### config.mk
export PLATFORM = sky130hd
export DESIGN_NAME = d_fifo_drain_flat
export DESIGN_NICKNAME = d
export VERILOG_FILES = /design/src/rtl/d_fifo_drain_if.sv /design/src/rtl/d_fifo_drain.sv /design/src/flat_wrapper.sv
export SDC_FILE = /design/constraint.sdc
export NUM_CORES = 1
export LEC_CHECK = 0
export CORE_UTILIZATION = 52
export DETAILED_ROUTE_END_ITERATION = 12
export PLACE_DENSITY = 0.77
export SYNTH_ARGS = -nofsm -noshare
export SYNTH_HDL_FRONTEND = slang
export SYNTH_SLANG_ARGS = --single-unit
### constraint.sdc
create_clock -name clk -period 2.55 [get_ports clk]
set_input_delay 0.3825 -clock clk [delete_from_list [all_inputs] [get_ports clk]]
set_output_delay 0.3825 -clock clk [all_outputs]
set_load 0.02 [all_outputs]
### src/rtl/d_fifo_drain_if.sv
// Bundle between the D0/D1 destination FIFOs, the drain block and its tagged output sink.
// The slave modport is the drain block's view; the master modport is the FIFO/sink side.
interface d_fifo_drain_if #(
    parameter int unsigned DATA_W = 6,
    parameter int unsigned CNT_W  = 8
);
    logic              drain_en;
    logic              fifo_empty_d0;
    logic              fifo_empty_d1;
    logic [DATA_W-1:0] data_in_d0;
    logic [DATA_W-1:0] data_in_d1;
    logic              ready_in;
    logic              pop_d0;
    logic              pop_d1;
    logic [DATA_W-1:0] data_out;
    logic              dest_out;
    logic              valid_out;
    logic [CNT_W-1:0]  count_d0;
    logic [CNT_W-1:0]  count_d1;
    logic              idle_out;

    modport slave (
        input  drain_en, fifo_empty_d0, fifo_empty_d1, data_in_d0, data_in_d1, ready_in,
        output pop_d0, pop_d1, data_out, dest_out, valid_out, count_d0, count_d1, idle_out
    );

    modport master (
        output drain_en, fifo_empty_d0, fifo_empty_d1, data_in_d0, data_in_d1, ready_in,
        input  pop_d0, pop_d1, data_out, dest_out, valid_out, count_d0, count_d1, idle_out
    );
endinterface

### src/rtl/d_fifo_drain.sv
// Drains the D0/D1 destination FIFOs round-robin into a small tagged buffer and
// presents the words on one valid/ready stream with per-destination drained counters.
module d_fifo_drain #(
    parameter int unsigned DATA_W    = 6,
    parameter int unsigned BUF_DEPTH = 4,
    parameter int unsigned CNT_W     = 8
) (
    input  logic             clk,
    input  logic             reset,
    d_fifo_drain_if.slave    bus
);
    localparam int unsigned PTR_W = (BUF_DEPTH > 1) ? $clog2(BUF_DEPTH) : 1;
    localparam int unsigned OCC_W = PTR_W + 1;

    logic [DATA_W-1:0]    r_buf_data [BUF_DEPTH];
    logic [BUF_DEPTH-1:0] r_buf_tag;
    logic [PTR_W-1:0]     r_wptr;
    logic [PTR_W-1:0]     r_rptr;
    logic [OCC_W-1:0]     r_occ;
    logic                 r_inflight;
    logic                 r_inflight_tag;
    logic                 r_rr;
    logic [CNT_W-1:0]     r_cnt_d0;
    logic [CNT_W-1:0]     r_cnt_d1;

    logic [OCC_W:0]       w_pending;
    logic                 w_room;
    logic                 w_elig0;
    logic                 w_elig1;
    logic                 w_pop0;
    logic                 w_pop1;
    logic                 w_valid;
    logic                 w_xfer;
    logic                 w_head_tag;
    logic [DATA_W-1:0]    w_cap_data;

    // Room is judged against occupancy plus the word already in flight; a transfer
    // happening this same cycle is deliberately not credited.
    assign w_pending  = {1'b0, r_occ} + {{OCC_W{1'b0}}, r_inflight};
    assign w_room     = w_pending < (OCC_W+1)'(BUF_DEPTH);
    assign w_elig0    = bus.drain_en && !bus.fifo_empty_d0 && w_room;
    assign w_elig1    = bus.drain_en && !bus.fifo_empty_d1 && w_room;
    assign w_pop0     = !reset && w_elig0 && (!w_elig1 || !r_rr);
    assign w_pop1     = !reset && w_elig1 && (!w_elig0 || r_rr);

    assign w_valid    = r_occ != '0;
    assign w_xfer     = w_valid && bus.ready_in;
    assign w_head_tag = r_buf_tag[r_rptr];
    assign w_cap_data = r_inflight_tag ? bus.data_in_d1 : bus.data_in_d0;

    always_ff @(posedge clk or posedge reset) begin
        if (reset) begin
            for (int unsigned i = 0; i < BUF_DEPTH; i++) begin
                r_buf_data[i] <= '0;
            end
            r_buf_tag      <= '0;
            r_wptr         <= '0;
            r_rptr         <= '0;
            r_occ          <= '0;
            r_inflight     <= 1'b0;
            r_inflight_tag <= 1'b0;
            r_rr           <= 1'b0;
            r_cnt_d0       <= '0;
            r_cnt_d1       <= '0;
        end else begin
            if (r_inflight) begin
                r_buf_data[r_wptr] <= w_cap_data;
                r_buf_tag[r_wptr]  <= r_inflight_tag;
                r_wptr             <= r_wptr + PTR_W'(1);
            end
            if (w_xfer) begin
                r_rptr <= r_rptr + PTR_W'(1);
                if (w_head_tag) begin
                    r_cnt_d1 <= r_cnt_d1 + CNT_W'(1);
                end else begin
                    r_cnt_d0 <= r_cnt_d0 + CNT_W'(1);
                end
            end
            case ({r_inflight, w_xfer})
                2'b10:   r_occ <= r_occ + OCC_W'(1);
                2'b01:   r_occ <= r_occ - OCC_W'(1);
                default: r_occ <= r_occ;
            endcase
            r_inflight     <= w_pop0 || w_pop1;
            r_inflight_tag <= w_pop1;
            if (w_pop0) begin
                r_rr <= 1'b1;
            end else if (w_pop1) begin
                r_rr <= 1'b0;
            end
        end
    end

    assign bus.pop_d0    = w_pop0;
    assign bus.pop_d1    = w_pop1;
    assign bus.valid_out = w_valid;
    assign bus.data_out  = w_valid ? r_buf_data[r_rptr] : '0;
    assign bus.dest_out  = w_valid ? w_head_tag : 1'b0;
    assign bus.count_d0  = r_cnt_d0;
    assign bus.count_d1  = r_cnt_d1;
    assign bus.idle_out  = reset || (!w_valid && !r_inflight && bus.fifo_empty_d0 && bus.fifo_empty_d1);
endmodule

### src/flat_wrapper.sv
// flat-port wrapper written by rule: the top's interface ports become plain ports
module d_fifo_drain_flat 
#(
    parameter int unsigned DATA_W    = 6,
    parameter int unsigned BUF_DEPTH = 4,
    parameter int unsigned CNT_W     = 8
)
  (clk, reset, bus_drain_en, bus_fifo_empty_d0, bus_fifo_empty_d1, bus_data_in_d0, bus_data_in_d1, bus_ready_in, bus_pop_d0, bus_pop_d1, bus_data_out, bus_dest_out, bus_valid_out, bus_count_d0, bus_count_d1, bus_idle_out);
  d_fifo_drain_if #(.DATA_W(DATA_W), .CNT_W(CNT_W)) bus_i ();
  input  logic clk;
  input  logic reset;
  input wire logic [$bits(bus_i.drain_en)-1:0] bus_drain_en;
  input wire logic [$bits(bus_i.fifo_empty_d0)-1:0] bus_fifo_empty_d0;
  input wire logic [$bits(bus_i.fifo_empty_d1)-1:0] bus_fifo_empty_d1;
  input wire logic [$bits(bus_i.data_in_d0)-1:0] bus_data_in_d0;
  input wire logic [$bits(bus_i.data_in_d1)-1:0] bus_data_in_d1;
  input wire logic [$bits(bus_i.ready_in)-1:0] bus_ready_in;
  output wire logic [$bits(bus_i.pop_d0)-1:0] bus_pop_d0;
  output wire logic [$bits(bus_i.pop_d1)-1:0] bus_pop_d1;
  output wire logic [$bits(bus_i.data_out)-1:0] bus_data_out;
  output wire logic [$bits(bus_i.dest_out)-1:0] bus_dest_out;
  output wire logic [$bits(bus_i.valid_out)-1:0] bus_valid_out;
  output wire logic [$bits(bus_i.count_d0)-1:0] bus_count_d0;
  output wire logic [$bits(bus_i.count_d1)-1:0] bus_count_d1;
  output wire logic [$bits(bus_i.idle_out)-1:0] bus_idle_out;
  assign bus_i.drain_en = bus_drain_en;
  assign bus_i.fifo_empty_d0 = bus_fifo_empty_d0;
  assign bus_i.fifo_empty_d1 = bus_fifo_empty_d1;
  assign bus_i.data_in_d0 = bus_data_in_d0;
  assign bus_i.data_in_d1 = bus_data_in_d1;
  assign bus_i.ready_in = bus_ready_in;
  assign bus_pop_d0 = bus_i.pop_d0;
  assign bus_pop_d1 = bus_i.pop_d1;
  assign bus_data_out = bus_i.data_out;
  assign bus_dest_out = bus_i.dest_out;
  assign bus_valid_out = bus_i.valid_out;
  assign bus_count_d0 = bus_i.count_d0;
  assign bus_count_d1 = bus_i.count_d1;
  assign bus_idle_out = bus_i.idle_out;
  d_fifo_drain #(.DATA_W(DATA_W), .BUF_DEPTH(BUF_DEPTH), .CNT_W(CNT_W)) u_core (.clk(clk), .reset(reset), .bus(bus_i));
endmodule
==> metrics.yaml <==
sta:
  finalSetupViolations: 0
  slew_headroom: 0.6416
  drv_slew: 0
  period_share: 0.9688
  hold_violations: 0
  fin_setup_tns_ns: 0
  rsz0062_at_grt: "false"
  fmax_mhz: 404.8
  layout_min_cycle_time_ns: 2.471
  tightest_slew_ns: 0.5376
  fin_worst_skew_ns: 0.008384
synthesis:
  synth_compound_area_frac: 0.06420
  syn_area_um2: 2572
  synthSimpleGateAreaFrac: 0.1430
  synth_mux_area_frac: 0.1235
  synth_most_common_cell: "dfrtp_1"
  synth_area_leaders: "dfrtp_1 53%, mux4_1 6.1%, a21oi_1 4.9%"
  ys_ff_latch: 54
  ys.flop_type: "dfrtp_1"
  synth.distinct_cells: 32
  yosys_warnings: 0
  synth_nets: 249
  synth_cells: 223
  synth_top_area_share: 0.5253
  synth_common_cells: "54 x dfrtp_1, 27 x nor2_1, 25 x a21oi_1"
  synth_edf_count: 0
  ys_seq_area_frac: 0.5253
  synth_top_area_cell: "dfrtp_1"
  synth_fa_ha_area_frac: 0.04183
  syn_avg_cell_area_um2: 11.54
  async_flop_share: 1.000
  yosys.area_share.xor_xnor: 0.06809
  synth_top_family_by_area: "simple AND/OR/NAND/NOR gates"
cells_and_area:
  final_util: 0.6766
  synthToLayoutAreaGrowth_pct: 25.05
  layout-drive-gt1-share: 0.1062
  antennaDiodeCount: 0
  finalNetCount: 298
global_routing:
  grt_start_max_net_pins: 36
  track_usage: 0.2163
  grt_pass1_vias: 1812
  antenna_found_initial: 0
  grt_pass1_wl_um: 8521
  gr-total-overflow: 0
power:
  power.density_nw_per_um2: 1066
  switching_share: 0.3680
  p_int_uw: 2168
  power.share.clock: 0.143
  seqPwrFrac: 0.431
  p_leak_uw: 0.001376
  peakVddDrop_v: 0.0006367
  power.switching_uw: 1262
  pwr-share-comb: 0.426
clock_tree:
  cts-htree-levels: 2
  numCtsBuffers: 5
  cts_tree: "built"
  cts.sinks: 54
  clk_path_buf_depth: 2
  clk_pin_slew_ns: 0.09
  clk_latency_ns: 0.31
  hold_buffers: 0
  cts_root_buf: "clkbuf_8"
worst_setup_path:
  r2r_cells: 8
  worst_ep_required_time_ns: 2.17
  timing.rr.start: "u_core.r_occ[0]"
  path_cells: "mux4_1 > nor2b_1 > clkdlybuf4s50_1"
  start_kind: "flip-flop"
  end_kind: "primary output"
  critical_path.max_fanout: 9
  critPathKind: "reg2out"
  ff2ff_setup_slack_ns: 0.65
  r2r_end: "u_core.r_occ[2]"
  arrival_ns: 2.09
  cpMaxStageDelayCell: "mux4_1"
  cp_slowest_stage_delay_ns: 0.57
  crit_end: "bus_data_out[4]"
  cp-startpoint: "u_core.r_rptr[0]"
die:
  pin_count: 45
  die_w_um: 72.34
  dieArea_um2: 5232
  die_h_um: 72.34
  start_util: 0.5411
  fp-row-count: 25
  coreArea_um2: 4755
hold_path:
  hold_class: "reg2reg"
place:
  hpwl_um: 3481
  globalplace.congestion: 0.7202
  io_buffer_count: 44
detailed_routing:
  firstDrtPassIters: 4
  drc: 0
  drt_wl_total_um: 4969
  wl_per_cell_um: 14.61
  viasPerCell: 5.421
  vias: 1843
  drt_iter0_markers: 41
  antenna_left: 0
outcome:
  status: "complete, no violations"
job:
  max_cap_violations: 0
## layout make-up
class / instances / area, um2
Fill cell: 383 / 1538
Multi-Input combinational cell: 150 / 1139
Clock buffer: 6 / 82.58
Tap cell: 67 / 83.83
Timing Repair Buffer: 51 / 508.0
Clock inverter: 2 / 12.51
Sequential cell: 54 / 1354
Inverter: 10 / 37.54
## per-stage QoR
| stage | hold WS, ns | total power (uW) | area, um2 | std cells | setup WS (ns) |
|---|---|---|---|---|---|
| finish | 0.4705 | 3431 | 3217 | 340 | 0.07944 |
| global placement | 0.4559 | 2895 | 3112 | 332 | 0.09398 |
| detailed placement | 0.4692 | 2959 | 3112 | 332 | 0.02944 |
| floorplan | 0.4681 | 2380 | 2572 | 223 | 0.4904 |
| global route | 0.5046 | 3679 | 3217 | 340 | 0.01090 |
| CTS | 0.4820 | 3457 | 3209 | 340 | 0.01656 |
## registers in the layout, summed over array words and instances (netlist names)
signal                 flops
u_core.r_buf_data         24
u_core.bus.count_d0        8
u_core.bus.count_d1        8
u_core.r_buf_tag           4
u_core.r_occ               3
u_core.r_rptr              2
u_core.r_wptr              2
u_core.r_inflight          1
u_core.r_inflight_tag      1
u_core.r_rr                1
## power by group through the flow
stage	Combinational (uW)	Sequential (uW)	Clock, uW
floorplan	941	1440	0
global placement	1420	1470	0
global route	1610	1530	543
finish	1460	1480	490
CTS	1470	1480	501
detailed placement	1460	1500	0
## cell usage in the layout (no fill, tap or decap), types with 3 or more instances in the layout
master / instances
mux2_2: 6
nand3_1: 7
and4_1: 3
clkbuf_8: 6
buf_4: 6
mux2i_1: 7
a21oi_1: 25
nor2_1: 27
ha_1: 7
nor3_1: 5
and3_1: 3
mux4_1: 6
nor2b_1: 8
dfrtp_1: 52
inv_1: 8
xor2_1: 10
nor4_1: 3
xnor2_1: 10
nand2_1: 6
and2_1: 4
clkdlybuf4s50_1: 43
nand4_1: 4
## how the worst min path moves through the flow
stage                             endpoint                   start  depth (start not counted)
detailed placement  u_core.bus.count_d0[7]  u_core.bus.count_d0[7]                          1
global route        u_core.bus.count_d0[7]  u_core.bus.count_d0[7]                          1
floorplan                u_core.r_inflight       bus_fifo_empty_d1                          1
CTS                 u_core.bus.count_d0[7]  u_core.bus.count_d0[7]                          1
finish              u_core.bus.count_d0[7]  u_core.bus.count_d0[7]                          1
global placement    u_core.bus.count_d0[7]  u_core.bus.count_d0[7]                          1
## timing repair
action                                  in CTS  in global routing
buffers inserted                             0                  0
pin swaps                                    0                  0
gates resized for setup                      2                  2
endpoints found under the setup margin       7                  2
endpoints found under the hold margin        0                  0
## worst max-delay path, delay by kind of cell (launching register included)
family | cells | cell delay, ns
buf+inv | 1 | 0.54
flops | 1 | 0.51
mux | 1 | 0.57
simple gates | 1 | 0.15
## kinds of logic after synthesis
family | Yosys count
AO/OA/AOI/OAI | 30
XOR/XNOR | 20
adder cells (fa/ha/maj) | 8
buffers and inverters | 19
flip-flops | 54
multiplexers | 20
AND/OR/NAND/NOR | 72
## layer usage
| layer | part of all wire | GRT usage | wire length, um | vias up |
|---|---|---|---|---|
| li1 | - | - | - | 872 |
| met2 | 0.51 | 0.3634 | 2542 | 38 |
| met5 | 0 | 0 | 0 | - |
| met4 | 0.013 | 0.06536 | 66 | 0 |
| met1 | 0.45 | 0.2914 | 2240 | 925 |
| met3 | 0.024 | 0.03333 | 119 | 8 |
No activity file was read; power rests on OpenSTA's default activity.
